--- src/rtl/block_fetch_2x2.sv ---
// 2x2 neighbourhood fetcher: issues up to four single-port reads per request,
// captures the tagged read data and presents TL/TR/BL/BR with a valid/ready handshake.
module block_fetch_2x2 #(
  parameter int IMG_WIDTH   = 160,
  parameter int IMG_HEIGHT  = 120,
  parameter int ADDR_W      = 15,
  parameter int PIX_W       = 8,
  parameter int MEM_LATENCY = 1
) (
  input  logic              clk,
  input  logic              rst_n,
  input  logic              req_valid,
  output logic              req_ready,
  input  logic [7:0]        req_x,
  input  logic [6:0]        req_y,
  input  logic              req_single,
  output logic              mem_rd_en,
  output logic [ADDR_W-1:0] mem_addr,
  input  logic [PIX_W-1:0]  mem_rdata,
  output logic              out_valid,
  input  logic              out_ready,
  output logic [PIX_W-1:0]  pixel_p0,
  output logic [PIX_W-1:0]  pixel_p1,
  output logic [PIX_W-1:0]  pixel_p2,
  output logic [PIX_W-1:0]  pixel_p3,
  output logic              out_err
);

  typedef enum logic [1:0] {
    S_IDLE  = 2'd0,
    S_ISSUE = 2'd1,
    S_DRAIN = 2'd2,
    S_HOLD  = 2'd3
  } state_t;

  localparam logic [7:0] X_MAX = 8'(IMG_WIDTH - 1);
  localparam logic [6:0] Y_MAX = 7'(IMG_HEIGHT - 1);

  function automatic logic [ADDR_W-1:0] f_addr(input logic [7:0] x, input logic [6:0] y);
    f_addr = ADDR_W'(y) * ADDR_W'(IMG_WIDTH) + ADDR_W'(x);
  endfunction

  state_t             r_state;
  state_t             w_state_nxt;
  logic               r_req_ready;
  logic               r_rd_en;
  logic               w_rd_en_nxt;
  logic [ADDR_W-1:0]  r_addr;
  logic [ADDR_W-1:0]  w_addr_nxt;
  logic [ADDR_W-1:0]  w_seq_addr;
  logic [1:0]         r_cnt;
  logic [1:0]         w_cnt_nxt;
  logic               r_out_valid;
  logic               w_out_valid_nxt;
  logic               w_load;
  logic               r_single;
  logic               r_err;
  logic [7:0]         r_x;
  logic [7:0]         r_x1;
  logic [6:0]         r_y;
  logic [6:0]         r_y1;
  logic [7:0]         w_cx;
  logic [6:0]         w_cy;
  logic               w_err;
  logic [1:0]         w_last_tag;
  logic               w_cap_vld;
  logic [1:0]         w_cap_tag;
  logic               r_pipe_vld [MEM_LATENCY];
  logic [1:0]         r_pipe_tag [MEM_LATENCY];
  logic [PIX_W-1:0]   r_pix      [4];

  // Clamp out-of-range request coordinates before any address math
  always_comb begin
    w_cx  = (req_x > X_MAX) ? X_MAX : req_x;
    w_cy  = (req_y > Y_MAX) ? Y_MAX : req_y;
    w_err = (req_x > X_MAX) || (req_y > Y_MAX);
  end

  // Address of the next read in TL, TR, BL, BR order
  always_comb begin
    w_seq_addr = f_addr(r_x, r_y);
    case (r_cnt + 2'd1)
      2'd1:    w_seq_addr = f_addr(r_x1, r_y);
      2'd2:    w_seq_addr = f_addr(r_x, r_y1);
      2'd3:    w_seq_addr = f_addr(r_x1, r_y1);
      default: w_seq_addr = f_addr(r_x, r_y);
    endcase
  end

  assign w_cap_vld  = r_pipe_vld[MEM_LATENCY-1];
  assign w_cap_tag  = r_pipe_tag[MEM_LATENCY-1];
  assign w_last_tag = r_single ? 2'd0 : 2'd3;

  // Next-state and next-output logic
  always_comb begin
    w_state_nxt     = r_state;
    w_rd_en_nxt     = 1'b0;
    w_addr_nxt      = r_addr;
    w_cnt_nxt       = r_cnt;
    w_out_valid_nxt = r_out_valid;
    w_load          = 1'b0;
    case (r_state)
      S_IDLE: begin
        if (req_valid) begin
          w_state_nxt = S_ISSUE;
          w_rd_en_nxt = 1'b1;
          w_addr_nxt  = f_addr(w_cx, w_cy);
          w_cnt_nxt   = 2'd0;
          w_load      = 1'b1;
        end else begin
          w_state_nxt = S_IDLE;
        end
      end
      S_ISSUE: begin
        if (r_single || (r_cnt == 2'd3)) begin
          w_state_nxt = S_DRAIN;
        end else begin
          w_cnt_nxt   = r_cnt + 2'd1;
          w_rd_en_nxt = 1'b1;
          w_addr_nxt  = w_seq_addr;
        end
      end
      S_DRAIN: begin
        if (w_cap_vld && (w_cap_tag == w_last_tag)) begin
          w_state_nxt     = S_HOLD;
          w_out_valid_nxt = 1'b1;
        end else begin
          w_state_nxt = S_DRAIN;
        end
      end
      S_HOLD: begin
        if (out_ready) begin
          w_state_nxt     = S_IDLE;
          w_out_valid_nxt = 1'b0;
        end else begin
          w_state_nxt = S_HOLD;
        end
      end
      default: begin
        w_state_nxt     = S_IDLE;
        w_out_valid_nxt = 1'b0;
      end
    endcase
  end

  // State, strobe and request registers
  always_ff @(posedge clk or negedge rst_n) begin
    if (!rst_n) begin
      r_state     <= S_IDLE;
      r_req_ready <= 1'b1;
      r_rd_en     <= 1'b0;
      r_addr      <= '0;
      r_cnt       <= 2'd0;
      r_out_valid <= 1'b0;
      r_single    <= 1'b0;
      r_err       <= 1'b0;
      r_x         <= 8'd0;
      r_x1        <= 8'd0;
      r_y         <= 7'd0;
      r_y1        <= 7'd0;
    end else begin
      r_state     <= w_state_nxt;
      r_req_ready <= (w_state_nxt == S_IDLE);
      r_rd_en     <= w_rd_en_nxt;
      r_addr      <= w_addr_nxt;
      r_cnt       <= w_cnt_nxt;
      r_out_valid <= w_out_valid_nxt;
      if (w_load) begin
        r_single <= req_single;
        r_err    <= w_err;
        r_x      <= w_cx;
        r_y      <= w_cy;
        r_x1     <= (w_cx == X_MAX) ? w_cx : w_cx + 8'd1;
        r_y1     <= (w_cy == Y_MAX) ? w_cy : w_cy + 7'd1;
      end
    end
  end

  // Tag pipe: the slot of each read travels alongside the memory latency
  always_ff @(posedge clk or negedge rst_n) begin
    if (!rst_n) begin
      for (int i = 0; i < MEM_LATENCY; i++) begin
        r_pipe_vld[i] <= 1'b0;
        r_pipe_tag[i] <= 2'd0;
      end
    end else begin
      r_pipe_vld[0] <= r_rd_en;
      r_pipe_tag[0] <= r_cnt;
      for (int i = 1; i < MEM_LATENCY; i++) begin
        r_pipe_vld[i] <= r_pipe_vld[i-1];
        r_pipe_tag[i] <= r_pipe_tag[i-1];
      end
    end
  end

  // Pixel slots; single mode replicates the one read into every slot
  always_ff @(posedge clk or negedge rst_n) begin
    if (!rst_n) begin
      for (int i = 0; i < 4; i++) begin
        r_pix[i] <= '0;
      end
    end else if (w_cap_vld) begin
      if (r_single) begin
        for (int i = 0; i < 4; i++) begin
          r_pix[i] <= mem_rdata;
        end
      end else begin
        r_pix[w_cap_tag] <= mem_rdata;
      end
    end
  end

  assign req_ready = r_req_ready;
  assign mem_rd_en = r_rd_en;
  assign mem_addr  = r_addr;
  assign out_valid = r_out_valid;
  assign out_err   = r_err;
  assign pixel_p0  = r_pix[0];
  assign pixel_p1  = r_pix[1];
  assign pixel_p2  = r_pix[2];
  assign pixel_p3  = r_pix[3];

endmodule

--- config.mk ---
export PLATFORM = sky130hd
export DESIGN_NAME = block_fetch_2x2
export DESIGN_NICKNAME = d
export VERILOG_FILES = /design/src/rtl/block_fetch_2x2.sv
export SDC_FILE = /design/constraint.sdc
export NUM_CORES = 1
export LEC_CHECK = 0
export CELL_PAD_IN_SITES_DETAIL_PLACEMENT = 0
export CELL_PAD_IN_SITES_GLOBAL_PLACEMENT = 1
export CORE_UTILIZATION = 40
export CTS_BUF_LIST = sky130_fd_sc_hd__clkbuf_4 sky130_fd_sc_hd__clkbuf_8
export DETAILED_ROUTE_END_ITERATION = 8
export GPL_ROUTABILITY_DRIVEN = 0
export PLACE_DENSITY_LB_ADDON = 0.1
export SKIP_CTS_REPAIR_TIMING = 1
export SYNTH_ARGS = -nofsm -noshare
export SYNTH_HDL_FRONTEND = slang
export SYNTH_SLANG_ARGS = --single-unit
--- constraint.sdc ---
create_clock -name clk -period 8 [get_ports clk]
set_clock_uncertainty 0.05 [all_clocks]
set_input_delay 1.6 -clock clk [delete_from_list [all_inputs] [get_ports clk]]
set_output_delay 1.6 -clock clk [all_outputs]
set_load 0.02 [all_outputs]
# After elaboration in Yosys (flattened, before gate mapping)
# Index checks and enable logic that the tools add are counted.
[word_totals] in_bits=28 output_inout_bits=51 latchBits=0 ff_bits=89 ramBits=0 n_memories=0 romBits=0 word_cells=86
[classes] n_addsub=8 multipliers=3 n_lt_le_gt_ge=4 mux=28 n_eq_ne=14 n_shift=0 bitwise_logic=1 reduce_logical=10 div_mod_pow=0
[op_table] op="$add A15 B8 Y15" count=5
[op_table] op="$pmux W15 S3" count=1
[op_table] op="$bwmux W32" count=1
[op_table] op="$mux W32" count=1
[op_table] op="$mul A7 B3 Y10 const B" count=3
[op_table] op="$mux W15" count=2
[op_table] op="$pmux W15 S2" count=1
[op_table] op="$mux W8" count=3
[op_table] op="$demux W8 S2" count=1
[op_table] op="$mux W7" count=2
[op_table] op="$eq A2 B2 Y1 const B" count=5
[op_table] op="$mux W2" count=5
[op_table] op="$add A8 B1 Y8 const B" count=1
[op_table] op="$eq A8 B8 Y1 const B" count=1
[op_table] op="$gt A8 B8 Y1 const B" count=1
[op_table] op="$ne A2 B2 Y1 const B" count=4
[op_table] op="$pmux W2 S4" count=1
[op_table] op="$add A7 B1 Y7 const B" count=1
[op_table] op="$eq A7 B7 Y1 const B" count=1
[op_table] op="$gt A7 B7 Y1 const B" count=1
[op_table] op="$mux W1" count=7
[op_table] op="$reduce_and A3 Y1" count=2
[op_table] op="$eq A2 B1 Y1 const B" count=2
[op_table] op="$logic_not A2 Y1" count=2
[op_table] op="other kinds (10)" count=14

# Depth between registers and ports, before layout
# Gate-level depths: netlist (run 1).
[depth] depth_word=7 depth_mapped=15 ltp_nobuf=14

# Worst setup path after synthesis (run 1)
# OpenSTA, ideal clock, no wires.
[synth_timing] kind="input-to-reg" start="in req_y[6]" end="reg r_addr[13] (netlist: mem_addr[13])" t_required_ns=7.868 path_stages=15 path_slack_ns=3.639 t_arrival_ns=4.229 setup_ns=0.082 path_buffers=1 path_cell_list="clkbuf_1 -> and3_1 -> nand2_1 -> nand2b_1 -> ha_1 -> ha_1 -> inv_1 -> fa_1 -> nand2b_1 -> o2bb2ai_1 -> xnor2_1 -> nand3_1 -> xor2_1 -> a31o_2 -> a31oi_1"
[synth_between] elab_chain_cells=6
[synth_rtl] element="start: declaration" line="15" rtl="input logic [6:0] req_y,"
[synth_rtl] element="$gt A7 B7 Y1" line="75" rtl="w_cy = (req_y > Y_MAX) ? Y_MAX : req_y;"
[synth_rtl] element="$mux W7" line="75"
[synth_rtl] element="via w_cy[1]" line="63" rtl="logic [6:0] w_cy;"
[synth_rtl] element="$mul A7 B3 Y10" line="40" rtl="f_addr = ADDR_W'(y) * ADDR_W'(IMG_WIDTH) + ADDR_W'(x);"
[synth_rtl] element="$add A15 B8 Y15" line="40"
[synth_rtl] element="$mux W15" line="104" rtl="if (req_valid) begin"
[synth_rtl] element="$pmux W15 S2" line="102" rtl="case (r_state)"
[synth_rtl] element="end signal: assignment" line="165" rtl="r_addr <= w_addr_nxt;"
[synth_rtl] element="end: declaration" line="48" rtl="logic [ADDR_W-1:0] r_addr;"
# The timed path passes the listed nets, and every way through them passes these cells. The select of a mux whose other input is x is not followed.
# A chain may end at the register's enable or synchronous reset.

# Worst setup path in the final report (run 1)
# Ends and elaborated chain as after synthesis.

==> results_dict.tcl, run 1 <==
set metrics [dict create \
    clkPwrFrac_pct 34.4 \
    r2r_end "mem_addr[13]" \
    period_needed_ps 4775 \
    swShare_pct 26.26 \
    drt_iter0_drc 197 \
    dieWidth_um 120.7 \
    pwr-share-comb_pct 14.7 \
    grt_pass1_vias 4202 \
    synth-seq-cells 89 \
    hold_depth 0 \
    grt_first_pass_wirelength_um 21940 \
    syn_nets 652 \
    max_clock_freq_mhz 209.4 \
    coreArea_um2 13830 \
    cp_max_fo 8 \
    cts_tree "built" \
    hold_start "mem_rd_en" \
    rows 43 \
    clock_sinks 89 \
    stdcell_area_um2 6760 \
    final_max_slew_viol_count 0 \
    power.internal_mw 0.6692 \
    hold_violations 0 \
    final_nets 720 \
    syn_inst 573 \
    area_delta_synth_final_pct 19.91 \
    drc 2 \
    drive_above_1_share_pct 12.25 \
    slew_headroom_pct 28.73 \
    yosysUniqueCellTypes 59 \
    switchingPower_mw 0.2383 \
    die-area_um2 14570 \
    cts_root_buf "clkbuf_8" \
    timing.critical_path.arrival_ps 5010 \
    wire_per_inst_um 16.09 \
    diodes 0 \
    numCtsBuffers 9 \
    grt_max_degree 67 \
    grt_usage_pct 19.55 \
    critPathLaunchType "input pin" \
    cap_violations 0 \
    worstHoldPathType "register to register" \
    utilization_pct 48.89 \
    p_leak_nw 3.045 \
    hpwl_um 10330 \
    r2r_setup_slack_ps 4170 \
    overflow 0 \
    io_pins 79 \
    cts.clk_slew.worst_paths_ps 90 \
    synth-edff-count 0 \
    mostFrequentLayoutCells "dfrtp_1, nand2_1, clkdlybuf4s50_1, mux2_2" \
    violations "design-rule violations" \
    run_status "finished, violations left" \
    seqPwrFrac_pct 50.9 \
    die_h_um 120.7 \
    placed_area_um2 6568 \
    ff2ff_path_depth 12 \
    ir_drop_mv 0.06356 \
    mostFrequentLayoutCell "dfrtp_1" \
    ys_warn_count 0 \
    rsz0062_at_grt "false" \
    crit_required_ps 8240 \
    cts_buffer_depth 2 \
    synth_area_um2 5638 \
    dr.pass1.iters 6 \
    min_to "r_pipe_vld" \
    worstSetupPathType "input pin to register" \
    setup-tns-final_ps 0 \
    final_min_period_over_clock_period_pct 59.69 \
    ant_nets 0 \
    finalSetupViolCount 0 \
    portBuffers 78 \
    clock_latency_ps 370 \
    routed_via_density 5.212 \
    r2r-start "r_cnt[0]" \
    ys_async_sr_fraction_pct 100.0 \
    htreeDepth 3 \
    synth_area_per_cell_um2 9.839 \
    vias 4300 \
    antenna_found_initial 0 \
    yosys_most_used_dff "dfrtp_1" \
    power_density_nw_per_um2 134.2 \
    worstMarginPinSlew_ps 1065 \
    ys_seq_area_share_pct 39.53 \
    drt-total-wl_um 13270 \
    end_kind "register" \
    start_util_pct 40.77 \
]
-- per-stage QoR --
stage | power, mW | std cells | worst slack [ps] | hold slack, ps
detailed placement | 0.6058 | 810 | 2797 | 309.7
CTS | 0.9202 | 825 | 3186 | 330.4
global route | 0.9532 | 825 | 2864 | 338.0
floorplan | 0.5430 | 573 | 3639 | 350.9
global placement | 0.6044 | 810 | 2941 | 313.6
finish | 0.9075 | 825 | 3225 | 328.1
-- cells by family (layout without fill, tap and decap cells) --
logic type,after synthesis,after routing,share of synthesized area (%)
xor+xnor,33,33,5.126
buf+inv,34,106,2.374
simple gates,181,181,14.67
fa+ha+maj,51,51,12.12
flops,89,89,39.53
compound gates,128,128,14.83
mux,57,57,11.36
-- sequential cells by signal, summed over array words and instances (netlist names) --
register	count
r_x	8
req_ready	1
r_state	2
r_single	1
pixel_p1	8
r_pipe_tag	2
mem_addr	15
r_x1	8
out_err	1
mem_rd_en	1
out_valid	1
pixel_p0	8
r_pipe_vld	1
r_cnt	2
pixel_p2	8
r_y	7
pixel_p3	8
r_y1	7
-- layer usage --
metal | share of wire, % | wire (um) | track usage [%]
met5 | 0 | 0 | 0
met1 | 48 | 6348 | 26.13
met2 | 47 | 6293 | 32.15
met3 | 3.2 | 429 | 3.349
met4 | 1.5 | 201 | 6.250
-- layout make-up --
type                       count  area [um^2]
timing repair buffer          81        800.8
sequential                    89         2228
multi-input combinational    450         3276
clock inverter                 4        53.80
tap                          180        225.2
clock buffer                  11        138.9
inverter                      10        37.54
fill                        1315         7067
-- how the worst max path moves through the flow --
| stage | start | endpoint | slack [ps] | depth (start not counted) |
|---|---|---|---|---|
| after global placement | req_y[6] | mem_addr[13] | 2940 | 15 |
| after floorplan | req_y[6] | mem_addr[13] | 3640 | 15 |
| after global routing | req_y[6] | mem_addr[13] | 2860 | 15 |
| after CTS | req_y[6] | mem_addr[13] | 3190 | 15 |
| after detailed placement | req_y[6] | mem_addr[13] | 2800 | 15 |
| final | req_y[6] | mem_addr[13] | 3220 | 15 |
-- power by group through the flow --
stage	logic, mW	registers (mW)	clock network (mW)
detailed placement	0.135	0.471	0
global route	0.148	0.463	0.342
CTS	0.136	0.462	0.323
floorplan	0.0621	0.481	0
global placement	0.134	0.470	0
finish	0.134	0.462	0.312
-- Yosys cell counts, types with 3 or more instances --
master	count	area [um^2]
and3_1	3	18.77
o21ai_0	45	225.2
nand3_1	13	65.06
nor2b_1	12	75.07
dfrtp_1	88	2202
a21o_1	8	60.06
nor3_1	7	35.03
inv_1	8	30.03
nand2b_1	11	68.82
xor2_1	16	140.1
o21ai_1	9	45.04
o31ai_1	3	22.52
mux2_2	46	518.0
nand4_1	4	25.02
clkbuf_1	19	71.32
nand2_1	86	322.8
xnor2_1	17	148.9
fa_1	6	120.1
ha_1	45	563.0
buf_2	5	25.02
mux2i_1	10	100.1
a21oi_1	21	105.1
a211oi_1	9	67.56
a31oi_1	7	43.79
o21a_1	4	30.03
nor2_1	34	127.6
-- worst max-delay path, cell delays in order --
cell and delay [ps]:
clkdlybuf4s50_1 580, and3_1 260, nand2_1 110, nand2b_1 190, ha_1 340, ha_1 180, inv_1 60, fa_1 400
nand2b_1 160, o2bb2ai_1 150, xnor2_1 270, nand3_1 130, xor2_1 160, a31o_2 250, a31oi_1 140
(Power assumes the default switching activity.)
==> inputs of run 2 (changes only) <==
==> constraint.sdc (replaced) <==
create_clock -name clk -period 3.86 [get_ports clk]
set_clock_uncertainty 0.05 [all_clocks]
set_input_delay 0.772 -clock clk [delete_from_list [all_inputs] [get_ports clk]]
set_output_delay 0.772 -clock clk [all_outputs]
set_load 0.02 [all_outputs]
==> run 2 against run 1 <==
  * The run still ends with design-rule violations left
  * Sequential cell count did not move
  * Worst hold slack got worse by 23 ps
  * Sequential power up 110%
  * First-iteration DRC count rose by 18%
  * Core utilization increased by 1.1 points
  * Critical path type unchanged
  * Non-clock buffer count up 24
==> results_dict.tcl, run 2 (synthesized netlist as in run 1, its figures left out) <==
set metrics [dict create \
    clkPwrFrac_pct 32.0 \
    final_max_slew_viol_count 0 \
    placed_area_um2 6748 \
    run_status "finished, violations left" \
    grt_pass1_vias 4308 \
    switchingPower_mw 0.5053 \
    pre_cts_ws_ps -7.926 \
    dieWidth_um 120.7 \
    end_kind "register" \
    worstSetupPathType "input pin to register" \
    crit_required_ps 4110 \
    antenna_found_initial 0 \
    utilization_pct 50.03 \
    finalSetupViolCount 0 \
    die_h_um 120.7 \
    rows 43 \
    io_pins 79 \
    slew_headroom_pct 42.50 \
    cp_max_fo 4 \
    seqPwrFrac_pct 51.9 \
    diodes 0 \
    mostFrequentLayoutCells "dfrtp_1, nand2_1, clkdlybuf4s50_1, mux2_2" \
    mostFrequentLayoutCell "dfrtp_1" \
    cts_tree "built" \
    ir_drop_mv 0.1273 \
    routed_via_density 5.225 \
    timing.critical_path.arrival_ps 3740 \
    htreeDepth 3 \
    top_layer_used "met4" \
    hpwl_um 10580 \
    cts_root_buf "clkbuf_8" \
    hold_violations 0 \
    r2r-start "r_y1[1]" \
    dp.cells 834 \
    drt-total-wl_um 13570 \
    cts.clk_slew.worst_paths_ps 100 \
    fin_cells 850 \
    dr.pass1.iters 7 \
    worstHoldPathType "input pin to async pin" \
    power.internal_mw 1.340 \
    stdcell_area_um2 6918 \
    cap_violations 0 \
    pwr-share-comb_pct 16.2 \
    swShare_pct 27.39 \
    rsz0062_at_grt "false" \
    start_util_pct 40.77 \
    wl_met2_um 6264 \
    r2r_setup_slack_ps 690 \
    critPathLaunchType "input pin" \
    overflow 0 \
    final_nets 744 \
    drc 2 \
    max_clock_freq_mhz 286.4 \
    n_fill_cell 1276 \
    cts_buffer_depth 2 \
    p_leak_nw 3.159 \
    drive_above_1_share_pct 15.52 \
    wl_met1_um 6646 \
    numCtsBuffers 9 \
    setup_ws_ps 367.9 \
    coreArea_um2 13830 \
    final_min_period_over_clock_period_pct 90.47 \
    grt_max_degree 37 \
    portBuffers 78 \
    clock_sinks 89 \
    die-area_um2 14570 \
    power_density_nw_per_um2 266.7 \
    drt_iter0_drc 233 \
    wl_met3_um 464 \
    setup-tns-final_ps 0 \
    worstMarginPinSlew_ps 860.4 \
    period_needed_ps 3492 \
    violations "design-rule violations" \
    grt_first_pass_wirelength_um 22090 \
    largest_register_ffs 15 \
    r2r_end "mem_addr[11]" \
    clock_latency_ps 370 \
    area_delta_synth_final_pct 22.70 \
    ff2ff_path_depth 9 \
    ant_nets 0 \
    wire_per_inst_um 15.97 \
    grt_usage_pct 19.75 \
    vias 4441 \
]
-- run 2: cell types whose count changed in the layout (fill, tap and decap cells not counted), sizes merged --
| cell | before | now |
|---|---|---|
| clkinv | 1 | 4 |
| buf | 4 | 28 |
| bufinv | 1 | 0 |
| clkinvlp | 2 | 1 |
-- run 2: how the worst max path moves through the flow --
stage | depth (start not counted) | end | startpoint | slack, ps
floorplan | 15 | mem_addr[13] | req_y[6] | 330
global placement | 15 | mem_addr[13] | req_y[6] | 70
detailed placement | 15 | mem_addr[13] | req_y[6] | -8
CTS | 15 | mem_addr[13] | req_y[6] | 390
global route | 15 | mem_addr[13] | req_y[6] | 100
finish | 15 | mem_addr[13] | req_y[6] | 370
-- run 2: layer usage --
| layer | GRT usage, % | up-vias |
|---|---|---|
| li1 | - | 2203 |
| met1 | 26.74 | 2123 |
| met2 | 32.40 | 102 |
| met3 | 2.500 | 13 |
| met4 | 7.022 | 0 |
| met5 | 0 | - |
-- run 2: power by group through the flow --
stage	registers, mW	logic [mW]	clock network [mW]
global route	0.960	0.328	0.641
floorplan	0.997	0.129	0
finish	0.957	0.299	0.590
global placement	0.975	0.298	0
CTS	0.957	0.302	0.608
detailed placement	0.976	0.300	0
-- run 2: per-stage QoR --
stage,power (mW),hold slack (ps)
6_report,1.845,304.8
5_1_grt,1.928,337.6
4_1_cts,1.867,305.1
3_5_place_dp,1.276,311.0
3_3_place_gp,1.273,312.1
2_1_floorplan,1.125,350.9
-- run 2: layout make-up --
class,count,area (um^2),area share (%)
clock inverters,5,31.28,0.4522
multi-input cells,450,3276,47.35
flip-flops and latches,89,2228,32.21
well taps,180,225.2,3.256
repair buffers,105,980.9,14.18
inverters,10,37.54,0.5426
clock buffers,11,138.9,2.008
-- run 2: worst max-delay path, cell delays in order --
cell	delay, ps
clkdlybuf4s50_1	550
and3_1	220
nand2_1	90
nand2b_1	180
ha_1	170
ha_1	150
inv_1	50
fa_1	390
nand2b_1	160
o2bb2ai_1	150
xnor2_1	190
nand3_1	120
xor2_1	170
a31o_2	250
a31oi_1	130
